--- config.mk ---
export PLATFORM = sky130hd
export DESIGN_NAME = demultiplexor8
export DESIGN_NICKNAME = d
export VERILOG_FILES = /design/src/rtl/demultiplexor8.sv
export SDC_FILE = /design/constraint.sdc
export NUM_CORES = 1
export LEC_CHECK = 0
export CORE_AREA = 2 2 181 148
export DETAILED_ROUTE_END_ITERATION = 10
export DIE_AREA = 0 0 183 150
export PLACE_DENSITY = 0.76
export SYNTH_ARGS = -nofsm -noshare
export SYNTH_HDL_FRONTEND = slang
export SYNTH_SLANG_ARGS = --single-unit
--- constraint.sdc ---
create_clock -name clk -period 4.1 [get_ports clk]
set_input_delay 0.41 -clock clk [delete_from_list [all_inputs] [get_ports clk]]
set_output_delay 0.41 -clock clk [all_outputs]
set_load 0.05 [all_outputs]
--- src/rtl/demultiplexor8.sv ---
// Eight-way demultiplexor with a one-word holding register per channel.
// Each channel has valid/ready handshaking, and the block keeps a registered count of occupied channels.
module demultiplexor8 #(
  parameter int BITS = 32
) (
  input  logic            clk,
  input  logic            rst,
  input  logic [BITS-1:0] datoInput,
  input  logic [2:0]      selDato,
  input  logic            validInput,
  output logic            readyInput,
  output logic [BITS-1:0] datoA,
  output logic [BITS-1:0] datoB,
  output logic [BITS-1:0] datoC,
  output logic [BITS-1:0] datoD,
  output logic [BITS-1:0] datoE,
  output logic [BITS-1:0] datoF,
  output logic [BITS-1:0] datoG,
  output logic [BITS-1:0] datoH,
  output logic [7:0]      validOutput,
  input  logic [7:0]      readyOutput,
  output logic [3:0]      ocupados
);

  localparam int CHANNELS = 8;

  logic [BITS-1:0] data_word [CHANNELS];
  logic [7:0]      valid_reg;
  logic [7:0]      valid_next;
  logic [7:0]      load;
  logic [7:0]      consume;
  logic [3:0]      count_reg;
  logic [3:0]      count_next;
  logic            ready;
  logic            accept;

  // A full channel can still take a new word if its consumer drains it on the same edge.
  always_comb begin
    ready = !valid_reg[selDato] || readyOutput[selDato];
  end

  always_comb begin
    accept = validInput && ready;
    load = '0;
    if (accept) begin
      load[selDato] = 1'b1;
    end
    consume    = valid_reg & readyOutput;
    valid_next = (valid_reg & ~consume) | load;
    count_next = '0;
    for (int i = 0; i < CHANNELS; i++) begin
      count_next = count_next + 4'(valid_next[i]);
    end
  end

  generate
    for (genvar gi = 0; gi < CHANNELS; gi++) begin : g_ch
      logic [BITS-1:0] word_reg;

      // The word stays visible after it is consumed; only a new load replaces it.
      always_ff @(posedge clk) begin
        if (rst) begin
          word_reg <= '0;
        end else if (load[gi]) begin
          word_reg <= datoInput;
        end
      end

      assign data_word[gi] = word_reg;
    end
  endgenerate

  always_ff @(posedge clk) begin
    if (rst) begin
      valid_reg <= '0;
      count_reg <= '0;
    end else begin
      valid_reg <= valid_next;
      count_reg <= count_next;
    end
  end

  assign readyInput  = ready;
  assign validOutput = valid_reg;
  assign ocupados    = count_reg;

  assign datoA = data_word[0];
  assign datoB = data_word[1];
  assign datoC = data_word[2];
  assign datoD = data_word[3];
  assign datoE = data_word[4];
  assign datoF = data_word[5];
  assign datoG = data_word[6];
  assign datoH = data_word[7];

endmodule
==> results by group <==
Run status
  – Status: finished clean

Place
  – Estimated wirelength of the detail-placed design: between 15 and 20 mm
  – Final GP Congestion: 0.835
  – Cells after DPL: ~1600
  – Pre-CTS setup slack: -0.387 ns
  – Number of input and output port buffers inserted: between 300 and 400
  – Area after DPL: 14100 sq um

Detailed routing
  – DR DRC count: 0
  – Initial DRT Pass Iterations: 4
  – Post-detailed-route via-to-cell ratio: 4.81
  – Routed length per placed instance: about 19 um
  – Count of nets left with antenna violations after detail routing: 0
  – Initial DRC count: roughly 340
  – Total wire length after detailed routing: roughly 30 mm
  – Via total after detailed routing: 7762

STA
  – Setup repair after global routing missed its margin: no
  – Final-report hold violation count: 0
  – Period minus WS final: a little under 4 ns
  – Transition time of the tightest slew-check pin: about 0.76 ns
  – Fmax: approximately 250 MHz
  – Setup Skew: about 0.011 ns
  – Crit share post-route: 96.5%
  – Fin worst setup slack: between 0.1 and 0.15 ns
  – Count of endpoints failing setup in the final report: 0
  – Slew HR: 49.5%
  – Max Transition Viols Final: 0
  – Sum of negative setup slack: 0 ns

Worst setup path
  – Startpoint of the most critical register-to-register path: validOutput[4]$_SDFF_PP0_
  – Required time worst endpoint: 4.52 ns
  – Max FO, Critical Path: 10
  – Arrival time worst endpoint: around 4.4 ns
  – Crit start category: primary input
  – Endpoint kind of the worst setup timing path: flop
  – Timing startpoint of the critical path: selDato[2]
  – Type of the setup path with the least slack: primary input to flop

Power
  – Gate power share: about 11%
  – Largest voltage drop on the vdd net: 296 uV
  – Seq pwr share: approximately 44%
  – Net load switching power: about 1.5 mW
  – Fraction of power spent switching nets: 24.9%
  – Total power of the final layout: a little over 6 mW
  – Total power divided by cell area: around 400 nW/um^2
  – Internal power summed over all cells: 4.56 mW
  – Leakage: between 6 and 7 nW
  – Clock network fraction of total power: about 44%

Floorplan
  – Core footprint: ~26000 sq um
  – Height of the die: ~150 um
  – Die area: between 20000 and 30000 sq um
  – I/O pin count: around 320
  – Cell row count: 53
  – Width of the die: around 180 um
  – Starting utilization of the core area: a little over two fifths

Cells and area
  – NumNets Final: ~1300
  – Final design area excluding fillers: between 15000 and 20000 sq um
  – Layout fillers: 2184
  – Count of placed standard cells in the final layout, fillers left out: approximately 1600
  – Signed area change from the synthesized netlist to the final layout: 38.9%
  – Antenna cells: 0
  – Share of final-layout standard cells stronger than drive strength 1: under 10%

Clocking
  – Clk Latency, worst-skew pair: 0.54 ns
  – CTS H-tree lvls: 1
  – Clock transition at path regs: 0.06 ns
  – CTS-repair resized insts: 0
  – TritonCTS Buffers: 28
  – CTS tree: done
  – Clock Path Buffers: 3
  – Number of sinks on the clock net: between 200 and 300
  – Root buffer cell: sky130_fd_sc_hd__clkbuf_16
  – Setup repair bufs after CTS: 0
  – Post-CTS Hold Buffers: 0

Synthesis
  – EDFF count, synth: 0
  – Fraction of synthesis flops using an asynchronous set or reset pin: 0%
  – Dominant cells by area after synthesis: sky130_fd_sc_hd__dfxtp_1 (49%), sky130_fd_sc_hd__mux2i_1 (24%), sky130_fd_sc_hd__nand2b_1 (17%)
  – Cell type with the highest aggregate area in the netlist: sky130_fd_sc_hd__dfxtp_1
  – Main synth FF type: sky130_fd_sc_hd__dfxtp_1
  – Number of distinct library cell variants in the gate-level netlist after synthesis: 31
  – Register bit total from synthesis: between 200 and 300
  – Most instantiated library cell after synthesis: sky130_fd_sc_hd__nand2b_1
  – Avg Cell Area, Syn: approximately 11 sq um
  – Top-area cell type share of the netlist area: between 40% and 50%
  – Netlist Area Pre-Place: 10900 sq um
  – Mapped Nets: around 1000
  – Count of synthesis-stage warnings from yosys: 0
  – Synthesized instance count: a little under 1000
  – Commonest cells post-synth: sky130_fd_sc_hd__nand2b_1 (294), sky130_fd_sc_hd__dfxtp_1 (268), sky130_fd_sc_hd__mux2i_1 (262)
  – Sequential element share of the synthesized area: 49.3%

GRT
  – Antenna violations before repair: 0
  – Vias in the first global route: around 8000
  – Total overflow reported by the global router: 0
  – GRT Resource Usage Total: between 20% and 30%
  – First-pass GRT wire length: about 46 mm
  – Largest net degree at the start of global routing: between 100 and 150

Run
  – Number of violations of the max-capacitance limit: 0

Min path
  – Worst hold-check path type: flop to flop
  – Worst min-delay path startpoint: datoH[4]$_SDFFE_PP0P_
[registers in the layout, indices dropped and copies added (netlist names)]
register and count:
datoA 32, datoB 32, datoC 32, datoD 32, datoE 32, datoF 32
datoG 32, datoH 32, ocupados 4, validOutput 8
[cell usage in the layout (no fill, tap or decap), types with 6 or more instances in the layout]
cell type                         netlist  layout
sky130_fd_sc_hd__a21oi_1                8       8
sky130_fd_sc_hd__nand2b_1             294     294
sky130_fd_sc_hd__clkbuf_16              0      29
sky130_fd_sc_hd__dfxtp_2                0       7
sky130_fd_sc_hd__buf_4                  2      27
sky130_fd_sc_hd__dfxtp_1              268     261
sky130_fd_sc_hd__clkdlybuf4s50_1        0     313
sky130_fd_sc_hd__nor2_1                 6       6
sky130_fd_sc_hd__inv_1                  6       6
sky130_fd_sc_hd__mux2i_1              262     260
[cell type report]
type / count / area [sq um] / area share (%)
repair buffers: 342 / 3370 / 22.3
flip-flops and latches: 268 / 5370 / 35.6
well taps: 330 / 413 / 2.73
multi-input cells: 615 / 4940 / 32.7
inverters: 6 / 22.5 / 0.149
clock buffers: 38 / 810 / 5.36
clock inverters: 14 / 183 / 1.21
[kinds of logic after synthesis]
kind of cell,share of synthesized area (%)
and+or+nand+nor,18.4
xor gates and xnor gates,0.0806
DFF,49.3
AOI/OAI and AO/OA,1.40
adders and majority gates,1.08
muxes,24.1
buffers and inverters,5.55
[power groups by stage]
stage	Clock [mW]	Sequential (mW)	Combinational [mW]
after global routing	2.85	2.70	0.718
after global placement	0	2.75	0.679
final	2.70	2.69	0.683
after floorplan	0	2.95	0.251
after CTS	2.75	2.69	0.687
after detailed placement	0	2.75	0.685
[routing by layer]
layer / routed length, um / share of wire (%) / vias to the layer above / track usage, %
li1: - / - / 3779 / -
met1: 13400 / 45 / 3679 / 27.5
met2: 13400 / 45 / 258 / 34.7
met3: 2620 / 8.7 / 46 / 7.76
met4: 647 / 2.1 / 0 / 4.88
met5: 0 / 0 / - / 0
[path summary, 6_finish.rpt]
check / cells past startpoint / endpoint / slack (ns)
worst min-delay path: 2 / datoH[4]$_SDFFE_PP0P_ / 0.47
worst max-delay path: 16 / ocupados[2]$_SDFF_PP0_ / 0.14
worst max register to register: 14 / ocupados[2]$_SDFF_PP0_ / 0.44
worst min register to register: 2 / datoH[4]$_SDFFE_PP0P_ / 0.47
[worst max-delay path: stages]
cell                              delay [ns]
sky130_fd_sc_hd__clkdlybuf4s50_1        0.45
sky130_fd_sc_hd__buf_4                  0.19
sky130_fd_sc_hd__mux2i_1                0.28
sky130_fd_sc_hd__a22oi_1                0.15
sky130_fd_sc_hd__a21o_1                 0.20
sky130_fd_sc_hd__nand3_2                0.09
sky130_fd_sc_hd__nand2_1                0.08
sky130_fd_sc_hd__fa_1                   0.54
sky130_fd_sc_hd__inv_1                  0.05
sky130_fd_sc_hd__fa_1                   0.52
sky130_fd_sc_hd__fa_1                   0.56
sky130_fd_sc_hd__inv_1                  0.05
sky130_fd_sc_hd__ha_1                   0.21
sky130_fd_sc_hd__fa_1                   0.38
sky130_fd_sc_hd__xnor2_1                0.16
sky130_fd_sc_hd__nor2_1                 0.05
[stage by stage]
stage,hold WS (ns),util (%)
3_3_place_gp,0.457,54.8
5_1_grt,0.486,58.7
6_report,0.471,58.7
2_1_floorplan,0.604,-
3_5_place_dp,0.461,54.8
4_1_cts,0.472,58.7
Note: power is estimated with default switching activity, not from simulation.
